## config.mk

```make
export PLATFORM = sky130hd
export DESIGN_NAME = sisc_fetch_unit_flat
export DESIGN_NICKNAME = d
export VERILOG_FILES = /design/src/rtl/sisc_pkg.sv /design/src/rtl/sisc_fetch_unit_if.sv /design/src/rtl/sisc_br_addr.sv /design/src/rtl/sisc_fetch_unit.sv /design/src/flat_wrapper.sv
export SDC_FILE = /design/constraint.sdc
export NUM_CORES = 1
export LEC_CHECK = 0
export BUFFER_PORTS_ARGS = -buffer_cell sky130_fd_sc_hd__clkbuf_2
export CAP_MARGIN = 20
export CORE_AREA = 5 5 88 171
export DETAILED_ROUTE_END_ITERATION = 6
export DIE_AREA = 0 0 93 176
export GPL_TIMING_DRIVEN = 0
export PLACE_DENSITY = 0.58
export SLEW_MARGIN = 20
export SYNTH_ARGS = -nofsm -noshare
export SYNTH_HDL_FRONTEND = slang
export SYNTH_SLANG_ARGS = --single-unit
```

## constraint.sdc

```tcl
create_clock -name clk -period 4.2 [get_ports clk]
set_input_delay 0 -clock clk [delete_from_list [all_inputs] [get_ports clk]]
set_output_delay 0 -clock clk [all_outputs]
set_load 0.02 [all_outputs]
```

## src/rtl/sisc_pkg.sv

```systemverilog
// Shared SISC definitions: opcode map, instruction field positions and
// the fetch-stage state encoding.
package sisc_pkg;

    localparam logic [3:0] NOOP   = 4'd0;
    localparam logic [3:0] LOD    = 4'd1;
    localparam logic [3:0] STR    = 4'd2;
    localparam logic [3:0] SWP    = 4'd3;
    localparam logic [3:0] BRA    = 4'd4;
    localparam logic [3:0] BRR    = 4'd5;
    localparam logic [3:0] BNE    = 4'd6;
    localparam logic [3:0] BNR    = 4'd7;
    localparam logic [3:0] ALU_OP = 4'd8;
    localparam logic [3:0] HLT    = 4'd15;

    localparam logic [3:0] AM_IMM = 4'd8;

    localparam int OPC_HI = 31;
    localparam int OPC_LO = 28;
    localparam int MM_HI  = 27;
    localparam int MM_LO  = 24;
    localparam int IMM_HI = 15;
    localparam int IMM_LO = 0;

    typedef enum logic [1:0] {
        FS_IDLE = 2'd0,
        FS_WAIT = 2'd1,
        FS_ERR  = 2'd2
    } fetch_state_t;

endpackage

```

## src/rtl/sisc_fetch_unit_if.sv

```systemverilog
// Instruction-memory port of the fetch stage; master is the fetch unit,
// slave is the instruction memory.
interface sisc_fetch_unit_if #(
    parameter int PC_W = 16,
    parameter int IR_W = 32
) ();

    // im_req rises together with a registered im_addr and stays high, with
    // im_addr stable, until the first cycle im_ack is sampled high; im_rdata
    // is only meaningful in that cycle. im_ack outside a request is ignored.
    logic            im_req;
    logic [PC_W-1:0] im_addr;
    logic            im_ack;
    logic [IR_W-1:0] im_rdata;

    modport master (
        output im_req,
        output im_addr,
        input  im_ack,
        input  im_rdata
    );

    modport slave (
        input  im_req,
        input  im_addr,
        output im_ack,
        output im_rdata
    );

endinterface

```

## src/rtl/sisc_br_addr.sv

```systemverilog
// Branch target adder: relative (pc+1+imm) or absolute (imm), modulo 2^PC_W.
module sisc_br_addr #(
    parameter int PC_W = 16
) (
    input  logic [PC_W-1:0] pc,
    input  logic [PC_W-1:0] imm,
    input  logic            br_sel,
    output logic [PC_W-1:0] target
);

    localparam logic [PC_W-1:0] ONE = PC_W'(1);

    logic [PC_W-1:0] base;

    assign base   = br_sel ? '0 : pc + ONE;
    assign target = base + imm;

endmodule

```

## src/rtl/sisc_fetch_unit.sv

```systemverilog
// PC register and request/acknowledge instruction fetch into the IR, with
// a sticky timeout flag when memory never acknowledges.
module sisc_fetch_unit
    import sisc_pkg::*;
#(
    parameter int PC_W        = 16,
    parameter int IR_W        = 32,
    parameter int ACK_TIMEOUT = 15
) (
    input  logic             clk,
    input  logic             rst_f,
    input  logic             pc_rst,
    input  logic             pc_write,
    input  logic             pc_sel,
    input  logic             br_sel,
    input  logic             ir_load,
    sisc_fetch_unit_if.master im,
    output logic [PC_W-1:0]  pc_out,
    output logic [IR_W-1:0]  ir_out,
    output logic [3:0]       opcode,
    output logic [3:0]       mm,
    output logic             ir_valid,
    output logic             fetch_busy,
    output logic             fetch_err,
    output fetch_state_t     state_dbg
);

    localparam int CNT_W = $clog2(ACK_TIMEOUT + 1);
    localparam logic [CNT_W-1:0] CNT_LAST = CNT_W'(ACK_TIMEOUT - 1);
    localparam logic [CNT_W-1:0] CNT_ONE  = CNT_W'(1);
    localparam logic [PC_W-1:0]  PC_ONE   = PC_W'(1);

    fetch_state_t    state, state_nxt;
    logic [CNT_W-1:0] wait_cnt;
    logic [PC_W-1:0] im_addr_q;
    logic            im_req_q;
    logic [PC_W-1:0] imm;
    logic [PC_W-1:0] target;

    logic start_fetch, capture, abort, timeout, wait_tick;

    assign imm = PC_W'(ir_out[IMM_HI:IMM_LO]);

    sisc_br_addr #(.PC_W(PC_W)) u_br_addr (
        .pc     (pc_out),
        .imm    (imm),
        .br_sel (br_sel),
        .target (target)
    );

    always_ff @(posedge clk) begin
        if (rst_f) state <= FS_IDLE;
        else       state <= state_nxt;
    end

    // pc_rst aborts an outstanding fetch but never leaves ERR; the
    // timeout fires on the ACK_TIMEOUT-th unacknowledged WAIT cycle.
    always_comb begin
        state_nxt   = state;
        start_fetch = 1'b0;
        capture     = 1'b0;
        abort       = 1'b0;
        timeout     = 1'b0;
        wait_tick   = 1'b0;
        case (state)
            FS_IDLE: begin
                if (ir_load && !pc_rst) begin
                    start_fetch = 1'b1;
                    state_nxt   = FS_WAIT;
                end
            end
            FS_WAIT: begin
                if (pc_rst) begin
                    abort     = 1'b1;
                    state_nxt = FS_IDLE;
                end else if (im.im_ack) begin
                    capture   = 1'b1;
                    state_nxt = FS_IDLE;
                end else if (wait_cnt == CNT_LAST) begin
                    wait_tick = 1'b1;
                    timeout   = 1'b1;
                    state_nxt = FS_ERR;
                end else begin
                    wait_tick = 1'b1;
                end
            end
            FS_ERR:  state_nxt = FS_ERR;
            default: state_nxt = FS_IDLE;
        endcase
    end

    always_ff @(posedge clk) begin
        if (rst_f) begin
            pc_out    <= '0;
            ir_out    <= '0;
            im_addr_q <= '0;
            im_req_q  <= 1'b0;
            ir_valid  <= 1'b0;
            fetch_err <= 1'b0;
            wait_cnt  <= '0;
        end else begin
            if (pc_rst)        pc_out <= '0;
            else if (pc_write) pc_out <= pc_sel ? target : pc_out + PC_ONE;

            ir_valid <= capture;

            // Fetch address is the PC before any same-cycle pc_write.
            if (start_fetch) begin
                im_addr_q <= pc_out;
                im_req_q  <= 1'b1;
                wait_cnt  <= '0;
            end else if (wait_tick) begin
                wait_cnt  <= wait_cnt + CNT_ONE;
            end

            if (capture) ir_out <= im.im_rdata;
            if (capture || abort || timeout) im_req_q <= 1'b0;
            if (timeout) fetch_err <= 1'b1;
        end
    end

    assign im.im_req   = im_req_q;
    assign im.im_addr  = im_addr_q;
    assign opcode      = ir_out[OPC_HI:OPC_LO];
    assign mm          = ir_out[MM_HI:MM_LO];
    assign fetch_busy  = (state == FS_WAIT);
    assign state_dbg   = state;

endmodule

```

## src/flat_wrapper.sv

```systemverilog
// flat-port wrapper written by rule: the top's interface ports become plain ports
module sisc_fetch_unit_flat import sisc_pkg::*;
#(
    parameter int PC_W        = 16,
    parameter int IR_W        = 32,
    parameter int ACK_TIMEOUT = 15
)
  (clk, rst_f, pc_rst, pc_write, pc_sel, br_sel, ir_load, pc_out, ir_out, opcode, mm, ir_valid, fetch_busy, fetch_err, state_dbg, im_im_req, im_im_addr, im_im_ack, im_im_rdata);
  sisc_fetch_unit_if #(.PC_W(PC_W), .IR_W(IR_W)) im_i ();
  input  logic clk;
  input  logic rst_f;
  input  logic pc_rst;
  input  logic pc_write;
  input  logic pc_sel;
  input  logic br_sel;
  input  logic ir_load;
  output logic [PC_W-1:0] pc_out;
  output logic [IR_W-1:0] ir_out;
  output logic [3:0] opcode;
  output logic [3:0] mm;
  output logic ir_valid;
  output logic fetch_busy;
  output logic fetch_err;
  output fetch_state_t state_dbg;
  output wire logic [$bits(im_i.im_req)-1:0] im_im_req;
  output wire logic [$bits(im_i.im_addr)-1:0] im_im_addr;
  input wire logic [$bits(im_i.im_ack)-1:0] im_im_ack;
  input wire logic [$bits(im_i.im_rdata)-1:0] im_im_rdata;
  assign im_im_req = im_i.im_req;
  assign im_im_addr = im_i.im_addr;
  assign im_i.im_ack = im_im_ack;
  assign im_i.im_rdata = im_im_rdata;
  sisc_fetch_unit #(.PC_W(PC_W), .IR_W(IR_W), .ACK_TIMEOUT(ACK_TIMEOUT)) u_core (.clk(clk), .rst_f(rst_f), .pc_rst(pc_rst), .pc_write(pc_write), .pc_sel(pc_sel), .br_sel(br_sel), .ir_load(ir_load), .im(im_i), .pc_out(pc_out), .ir_out(ir_out), .opcode(opcode), .mm(mm), .ir_valid(ir_valid), .fetch_busy(fetch_busy), .fetch_err(fetch_err), .state_dbg(state_dbg));
endmodule
```

Yosys cells after proc, flatten, opt, wreduce, memory -nomap -nowiden
Cells that the tools add are included.
{ "op_classes": {"addsub": 3, "eq_ne": 5, "muxes": 21, "reduce_logical": 9} }
{ "op_table": {"columns": ["cell", "count"], "rows": [
  ["16-bit 2-to-1 mux", 2],
  ["16-bit by 1-bit adder with 16-bit output, second input constant", 1],
  ["16-bit adder", 1],
  ["1-bit 2-to-1 mux", 14],
  ["2-bit 2-to-1 mux", 4],
  ["2-bit one-hot mux with 3 select lines", 1],
  ["2-bit OR reduction", 3],
  ["4-bit by 1-bit adder with 4-bit output, second input constant", 1],
  ["4-bit equality test, second input constant", 1],
  ["4-bit by 2-bit != test with 1-bit output, second input constant", 1],
  ["2-bit by 1-bit equality test with 1-bit output, second input constant", 1],
  ["2-bit equality test, second input constant", 1],
  ["2-bit logical NOT", 1],
  ["1-bit logical OR", 2],
  ["2-bit by 1-bit != test with 1-bit output, second input constant", 1],
  ["2-bit AND reduction", 1],
  ["1-bit logical AND", 1],
  ["1-bit logical NOT", 1]
]} }
{ "totals": {"reg_bits": 73, "inputBits": 40, "out_inout_bits": 78, "elab_cells": 46} }

Depth between registers and ports, before layout
Gate-level depths: netlist (run 1).
{ "depth": {"word_depth": 7, "mapped_depth": 14, "depth_no_buf": 14} }

Modules after synthesis
From an unflattened synthesis (run 1), not the netlist that was laid out.
{ "unflattened": {"cells_unflattened": 527, "hier_area_um2": 4115.2} }
{ "by_module_without_submodules": {"columns": ["module", "instances", "cells_each", "area_per_inst_um2", "seq_area_each_um2"], "rows": [
  ["sisc_fetch_unit", 1, 383, 3104.2, 1461.4],
  ["sisc_br_addr", 1, 144, 1011.0, 0.0]
]} }

Worst setup path before layout (run 1)
Ideal clock, no wire load.
{ "synth_path": {"kind": "register -> register", "start": "register u_core.pc_out[0]", "end": "register u_core.pc_out[15]", "setup_time_ps": 121, "t_arrival_ps": 3054, "required_ps": 4079, "setup_slack_ps": 1025, "stages_incl_launch_ff": 15, "n_path_buf": 0, "synth_period_minus_slack_ps": 3175, "path_cell_list": "dfxtp_1 > ha_1 > nand3_1 > nor2_1 > and4_1 > xnor2_1 > nor2_1 > ha_1 > a21oi_1 > o21ai_1 > a221o_1 > a21o_1 > a41oi_1 > xnor2_1 > o21ai_1"} }
{ "synth_between": {"elab_chain_cells": 4} }
{ "synth_rtl": {"columns": ["item", "line_no", "rtl"], "rows": [
  ["start: declaration", "sisc_fetch_unit.sv:18", "output logic [PC_W-1:0] pc_out,"],
  ["start signal: assignment", "sisc_fetch_unit.sv:103", "else if (pc_write) pc_out <= pc_sel ? target : pc_out + PC_ONE;"],
  ["16-bit by 1-bit adder with 16-bit output (*)", "sisc_br_addr.sv:15, sisc_fetch_unit.sv:103", null],
  ["16-bit 2-to-1 mux", "sisc_br_addr.sv:15", "assign base = br_sel ? '0 : pc + ONE;"],
  ["16-bit adder", "sisc_br_addr.sv:16", "assign target = base + imm;"],
  ["16-bit 2-to-1 mux (*)", "sisc_fetch_unit.sv:103", null]
]} }
Mark *: on every way between the ends. The rest lies on a longest branch, timed or not.
A chain may end at the register's enable or synchronous reset.

Worst setup path after layout (run 1)
Same ends and word-level chain as after synthesis.

==> reports/summary.md, run 1 <==
## Outcome
- status: finished, final reports clean

## Timing
- Period Utilization, post-route: 0.899
- Final Critical Period: 3.77 ns
- maximum operating frequency: 265 MHz
- final setup skew: 0.00663 ns
- final sum of negative setup slack: 0 ns
- Setup-failing EPs final: 0
- unrepaired setup endpoints after global routing: false
- number of endpoints with negative hold slack in the final report: 0
- count of pins over their slew limit: 0
- Rel. slew slack: 0.522
- slew of the pin with the lowest slew margin: 0.712 ns

## Yosys
- number of storage elements in the synthesis netlist: 73
- fraction of registers with async set/reset: 0
- Yosys warnings: 0
- sequential-to-total area share from yosys stat: 0.368
- netlist area before placement: 3980 um2
- number of instances in the synthesized netlist: 529
- post-synthesis area per instance: 7.51 um2
- number of nets in the synthesized netlist: 588
- Post-synth EDFFs: 0
- predominant post-synthesis flop cell: dfxtp_1
- Cell variety after synth: 57

## Detailed routing
- routed vias/inst: 5.13
- detailed-route DRC error count: 0
- DR vias: 4,353
- residual antenna-violating net count after detailed routing: 0
- routed wirelength normalized by instance count: 16.9 um
- DRT Pass-1 Iters: 5
- count of routing violations after the opening detailed-route iteration: 178
- final wirelength: 14,300 um

## Worst setup path
- critical path startpoint: u_core.pc_out[0]$_SDFFE_PP0P_
- arrival time at the worst endpoint: 4.01 ns
- largest stage delay on the critical path: 0.49 ns
- worst-path maximum fanout: 8
- count of cells along the worst register-to-register path: 14
- Worst R2R Setup Slack: 0.43 ns
- nature of the critical path endpoint: register
- crit start category: register
- library cell contributing the largest single delay on the critical path: dfxtp_1
- reg-to-reg endpoint: u_core.pc_out[15]$_SDFFE_PP0P_
- origin of the critical flop-to-flop path: u_core.pc_out[0]$_SDFFE_PP0P_
- critical path type: register to register
- data required time of the critical path: 4.43 ns
- series of cell instances along the critical path: ha_1 > nand3_1 > nor2_1 > nand2_1 > xor2_1 > nor2_1 > ha_1 > a21oi_1 > o21ai_1 > a221o_1 > a21o_1 > a41oi_1 > xnor2_1 > o21ai_1

## Hold path
- startpoint of the tightest hold check path: im_im_ack
- Hold Path Stages: 4
- hold worst-path end: u_core.im.im_req$_SDFFE_PP0P_
- Hold WC Path Type: input pin to register

## Global routing
- total congestion overflow: 0
- first-pass GRT wire length: 22,800 um
- via count of the first global-routing pass: 4,404
- total routing usage reported by global routing: 0.181
- pin count of the biggest net entering global routing: 15
- number of antenna violations at the first check in global routing: 0

## Layout
- fraction of final layout cells sized beyond drive strength 1: 0.228
- total area of sequential cells: 1460 um2
- most common cell after layout, fill and taps aside: clkbuf_2
- filler-free cell count of the finished design: 849
- post-synthesis to final-layout area growth: 35.6%
- Antenna Diode Count: 0
- combined area of the multi-input logic cells: 2270 um2
- total number of nets in the final design: 748
- fillers: 1,458
- leading cell types in the layout, fill and taps excluded: clkbuf_2 (116), nand2_1 (114), dfxtp_1 (73)

## Die
- Horiz. Die Dim: 93 um
- standard-cell row count: 60
- initial standard-cell utilization of the core: 0.294
- Total Die Area: 16,400 um2
- floorplan core area: 13,500 um2
- Die H: 176 um
- I/O Pins: 118

## Place
- Placer Congestion: 0.932
- hpwl dp: 11,200 um
- DP Cell Count: 800
- number of buffer cells added on primary ports: 116

## Clocking
- Resize count post-CTS: 0
- clock network latency to the later pin of the worst-skew pair: 0.34 ns
- setup bufs post-CTS: 0
- clk sink count: 73
- CTS clk-pin slew, worst paths: 0.06 ns
- TritonCTS clock tree: yes
- total CTS buffers: 9
- total number of H-tree levels: 3
- maximum clock path buffer count: 2
- cell at the root of the clock tree: clkbuf_16

## Pwr
- part of the power in combinational logic: 0.095
- fraction of power consumed by the clock network: 0.483
- Power Density: 312 nW/um2
- cell-internal power: 1.25 mW
- VDD IR max: 192 uV
- leakage power summed over all cells: 2.32 nW
- switching power as a share of total power: 0.257
- share of total power in sequential cells: 0.423
- net switching component of the power: 433 uW

## Job
- Max Cap Violations: 0

==> cell type report <==
| cell class | instances | area share |
|---|---|---|
| tap | 155 | 0.0360 |
| sequential | 73 | 0.271 |
| multi-input combinational | 402 | 0.421 |
| inverter | 12 | 0.00835 |
| buffer | 42 | 0.0364 |
| clock inverter | 6 | 0.0135 |
| clock buffer | 10 | 0.0443 |
| timing repair buffer | 149 | 0.169 |
==> cells in the mapped netlist (all sizes together) (3+ instances only) <==
library cell,n,share of area
nand2,114,0.11
a21oi,73,0.093
dfxtp,73,0.37
nor2,47,0.044
clkbuf,25,0.024
o21ai,22,0.028
ha,18,0.057
buf,17,0.026
xnor2,15,0.033
inv,12,0.011
nor3,12,0.015
nand3,10,0.014
xor2,10,0.022
a21o,8,0.015
a31oi,6,0.0094
and3,5,0.0079
nand4,5,0.0094
o21a,5,0.0094
nand2b,4,0.0063
a22oi,3,0.0057
nor4,3,0.0047
or2,3,0.0047
==> logic make-up (layout without fill, tap and decap cells) <==
| kind of cell | count (synthesis) | after routing | synth area share |
|---|---|---|---|
| adders and majority gates | 19 | 19 | 0.0617 |
| muxes | 4 | 4 | 0.0107 |
| xor gates and xnor gates | 25 | 25 | 0.0551 |
| buffers and inverters | 54 | 219 | 0.0607 |
| AOI/OAI and AO/OA | 137 | 137 | 0.203 |
| DFF | 73 | 73 | 0.368 |
| and+or+nand+nor | 217 | 217 | 0.241 |
==> critical path: cells and delay by family (launching register included) <==
family / cells / cell delay, ns
AOI/OAI and AO/OA: 6 / 1.30
xor gates and xnor gates: 2 / 0.48
DFF: 1 / 0.49
adders and majority gates: 2 / 0.67
and+or+nand+nor: 4 / 0.71
==> per-stage QoR <==
step                      instance area (um2)  power, mW   util  worst slack [ns]  hold WS (ns)
after global routing                     5390       1.75  0.399             0.154        0.0812
after CTS                                5390       1.70  0.399             0.419        0.0161
after detailed placement                 4750      0.862  0.351             0.436         0.231
after floorplan                          3980      0.800      -              1.03        0.0897
final                                    5390       1.68  0.399             0.426        0.0312
after global placement                   4750      0.860  0.351             0.505         0.226
==> routing by layer <==
metal	wire (um)	GRT usage	up-vias
met5	0	0	-
met4	754	0.113	0
met3	480	0.0294	43
met2	8260	0.349	119
met1	4850	0.172	2063
li1	-	-	2128
==> timing repair <==
item,in CTS,in global routing
setup endpoints to repair,0,0
hold buffers,33,0
hold endpoints to repair,33,0
==> power by group through the flow <==
stage,sequential (mW),combinational [mW],clock [mW]
after detailed placement,0.727,0.135,0
after global placement,0.727,0.134,0
final,0.711,0.159,0.812
after global routing,0.712,0.175,0.858
after floorplan,0.735,0.0657,0
after CTS,0.711,0.160,0.831
==> sequential cells by signal, summed over array words and instances (netlist names) <==
signal and flops:
u_core.im.im_addr 16, u_core.state_dbg 2, u_core.wait_cnt 4, u_core.ir_out 32, u_core.fetch_err 1, u_core.im.im_req 1, u_core.ir_valid 1, u_core.pc_out 16
==> worst max path at each step <==
stage,slack [ns],depth (start not counted),end
floorplan,1.03,14,u_core.pc_out[15]$_SDFFE_PP0P_
global placement,0.50,14,u_core.pc_out[15]$_SDFFE_PP0P_
detailed placement,0.44,14,u_core.pc_out[15]$_SDFFE_PP0P_
CTS,0.42,14,u_core.pc_out[15]$_SDFFE_PP0P_
global route,0.15,14,u_core.pc_out[15]$_SDFFE_PP0P_
finish,0.43,14,u_core.pc_out[15]$_SDFFE_PP0P_
(Power assumes the default switching activity.)
==> run 2: changes to the inputs <==
--- a/config.mk
+++ b/config.mk
@@ -12,6 +12,7 @@
 export DIE_AREA = 0 0 93 176
 export GPL_TIMING_DRIVEN = 0
 export PLACE_DENSITY = 0.58
+export REMOVE_ABC_BUFFERS = 1
 export SLEW_MARGIN = 20
 export SYNTH_ARGS = -nofsm -noshare
 export SYNTH_HDL_FRONTEND = slang
==> reports/summary.md, run 2 (same netlist as run 1, synthesis figures left out) <==
## Pwr
- part of the power in combinational logic: 0.084, -0.011
- share of total power in sequential cells: 0.417, -0.006
- VDD IR max: 200 uV, +4.3%
- cell-internal power: 1.31 mW, +5.1%
- leakage power summed over all cells: 2.25 nW, -3.0%
- fraction of power consumed by the clock network: 0.499, +0.016
- switching power as a share of total power: 0.230, -0.0269
- net switching component of the power: 393 uW, -9.2%
- Power Density: 324 nW/um2, +4.0%

## Timing
- final setup skew: 0.00668 ns, +0.0000459 ns
- maximum operating frequency: 279 MHz, +5.4%
- Final Critical Period: 3.58 ns, -0.194 ns
- number of endpoints with negative hold slack in the final report: 0, unchanged
- Setup-failing EPs final: 0, unchanged
- final sum of negative setup slack: 0 ns, unchanged
- slew of the pin with the lowest slew margin: 0.840 ns, +0.128 ns
- Rel. slew slack: 0.440, -0.0814
- Period Utilization, post-route: 0.852, -0.0462
- unrepaired setup endpoints after global routing: false
- count of pins over their slew limit: 0, unchanged

## Global routing
- first-pass GRT wire length: 19,200 um, -16%
- via count of the first global-routing pass: 4,008, -9.0%
- total routing usage reported by global routing: 0.145, -0.0359
- number of antenna violations at the first check in global routing: 0, unchanged
- total congestion overflow: 0, unchanged
- pin count of the biggest net entering global routing: 60, +45

## Worst setup path
- library cell contributing the largest single delay on the critical path: dfxtp_1
- data required time of the critical path: 4.42 ns, about the same
- largest stage delay on the critical path: 0.45 ns, -0.04 ns
- arrival time at the worst endpoint: 3.80 ns, -0.21 ns
- cell class contributing the biggest share of worst-path delay: compound AO/OA/AOI/OAI gates
- critical path type: register to register
- nature of the critical path endpoint: register
- worst-path maximum fanout: 8, unchanged
- crit start category: register
- buffers plus inverters on the worst setup path: 0, unchanged
- Worst R2R Setup Slack: 0.62 ns, +0.19 ns
- series of cell instances along the critical path: ha_1 > nand3_1 > nor2_1 > and4_1 > xnor2_1 > nor2_1 > ha_1 > a21oi_1 > o21ai_1 > a221o_1 > a21o_1 > a41oi_1 > xnor2_1 > o21ai_1

## Clocking
- total number of H-tree levels: 3, unchanged
- maximum clock path buffer count: 2, unchanged
- cell at the root of the clock tree: clkbuf_16
- TritonCTS clock tree: yes
- clk sink count: 73, unchanged
- Resize count post-CTS: 0, unchanged
- total CTS buffers: 9, unchanged
- CTS clk-pin slew, worst paths: 0.06 ns, about the same
- clock network latency to the later pin of the worst-skew pair: 0.34 ns, about the same

## Detailed routing
- DR vias: 4,057, -6.8%
- routed wirelength normalized by instance count: 14.4 um, -15%
- residual antenna-violating net count after detailed routing: 0, unchanged
- DRT Pass-1 Iters: 4, -1
- final wirelength: 11,700 um, -18%
- routed vias/inst: 5.00, -2.6%
- detailed-route DRC error count: 0, unchanged
- count of routing violations after the opening detailed-route iteration: 147, -17%

## Outcome
- status: finished, final reports clean

## Die
- initial standard-cell utilization of the core: 0.294, unchanged
- Total Die Area: 16,400 um2, unchanged
- Die H: 176 um, unchanged
- floorplan core area: 13,500 um2, unchanged
- I/O Pins: 118, unchanged
- standard-cell row count: 60, unchanged
- Horiz. Die Dim: 93 um, unchanged

## Place
- hpwl dp: 8730 um, -22%
- Placer Congestion: 0.780, -16%
- number of buffer cells added on primary ports: 117, +0.86%
- placed standard-cell area: 4610 um2, -3.0%

## Layout
- post-synthesis to final-layout area growth: 32.3%
- Most flops, register: u_core.ir_out
- Antenna Diode Count: 0, unchanged
- Final Instance Area: 5260 um2, -2.5%
- fraction of final layout cells sized beyond drive strength 1: 0.230, +0.00217
- fillers: 1,412, -3.2%
- most common cell after layout, fill and taps aside: clkbuf_2
- total number of nets in the final design: 711, -4.9%
- leading cell types in the layout, fill and taps excluded: clkbuf_2 (116), nand2_1 (114), dfxtp_1 (73)
- number of flip-flops under the largest register name: 32, unchanged

## Job
- Max Cap Violations: 0, unchanged

## Hold path
- Hold WC Path Type: input pin to register

==> run 2: cell types whose count changed in the layout (fill, tap and decap cells not counted), moves of 2 or more <==
cell,change
buf_4,-6
buf_1,-2
clkinv_4,-2
clkbuf_1,-25
inv_6,-2
clkinv_2,+2
buf_2,-5
==> run 2: power groups by stage <==
stage / registers, mW / logic (mW) / clock network (mW)
2_1_floorplan: 0.737 / 0.0443 / 0
3_3_place_gp: 0.727 / 0.116 / 0
3_5_place_dp: 0.727 / 0.120 / 0
4_1_cts: 0.712 / 0.144 / 0.876
5_1_grt: 0.713 / 0.158 / 0.896
6_report: 0.712 / 0.144 / 0.851
==> run 2: repair_timing <==
item | 4_1_cts | 5_1_grt
setup buffers | 0 | 0
setup endpoints to repair | 0 | 0
hold buffers | 32 | 0
hold endpoints to repair | 32 | 0
==> run 2: final cells by class <==
type,instances,area [um2],area share
clock buffers,11,253,0.0481
clock inverters,5,77.6,0.0148
inverters,12,45.0,0.00857
multi-input cells,402,2280,0.434
flip-flops and latches,73,1460,0.278
well taps,155,194,0.0369
repair buffers,154,945,0.180
==> run 2: worst register-to-register path, cell delays in order (launching register included) <==
cell	delay, ns
dfxtp_1	0.45
ha_1	0.30
nand3_1	0.28
nor2_1	0.28
and4_1	0.29
xnor2_1	0.15
nor2_1	0.07
ha_1	0.37
a21oi_1	0.22
o21ai_1	0.16
a221o_1	0.32
a21o_1	0.18
a41oi_1	0.20
xnor2_1	0.14
o21ai_1	0.07
==> run 2: final timing paths <==
| path | cells after the start | to | start |
|---|---|---|---|
| max | 14 | u_core.pc_out[15]$_SDFFE_PP0P_ | u_core.pc_out[0]$_SDFFE_PP0P_ |
| max reg2reg | 14 | u_core.pc_out[15]$_SDFFE_PP0P_ | u_core.pc_out[0]$_SDFFE_PP0P_ |
| min | 4 | u_core.im.im_req$_SDFFE_PP0P_ | im_im_ack |
| min reg2reg | 2 | u_core.im.im_addr[13]$_SDFFE_PP0P_ | u_core.im.im_addr[13]$_SDFFE_PP0P_ |
==> run 2: metal layers <==
| metal | GRT usage | wire, um |
|---|---|---|
| met3 | 0.0213 | 384 |
| met5 | 0 | 0 |
| met1 | 0.143 | 4290 |
| met2 | 0.279 | 6530 |
| met4 | 0.0850 | 494 |
==> run 2: metrics by stage <==
| stage | util | power [mW] | std cells | worst slack, ns | hold WS [ns] |
|---|---|---|---|---|---|
| 2_1_floorplan | - | 0.781 | 487 | 1.02 | 0.0691 |
| 3_3_place_gp | 0.337 | 0.842 | 759 | 0.414 | 0.223 |
| 3_5_place_dp | 0.341 | 0.848 | 764 | 0.681 | 0.230 |
| 4_1_cts | 0.389 | 1.73 | 812 | 0.647 | 0.0651 |
| 5_1_grt | 0.389 | 1.77 | 812 | 0.353 | 0.0982 |
| 6_report | 0.389 | 1.71 | 812 | 0.620 | 0.0719 |
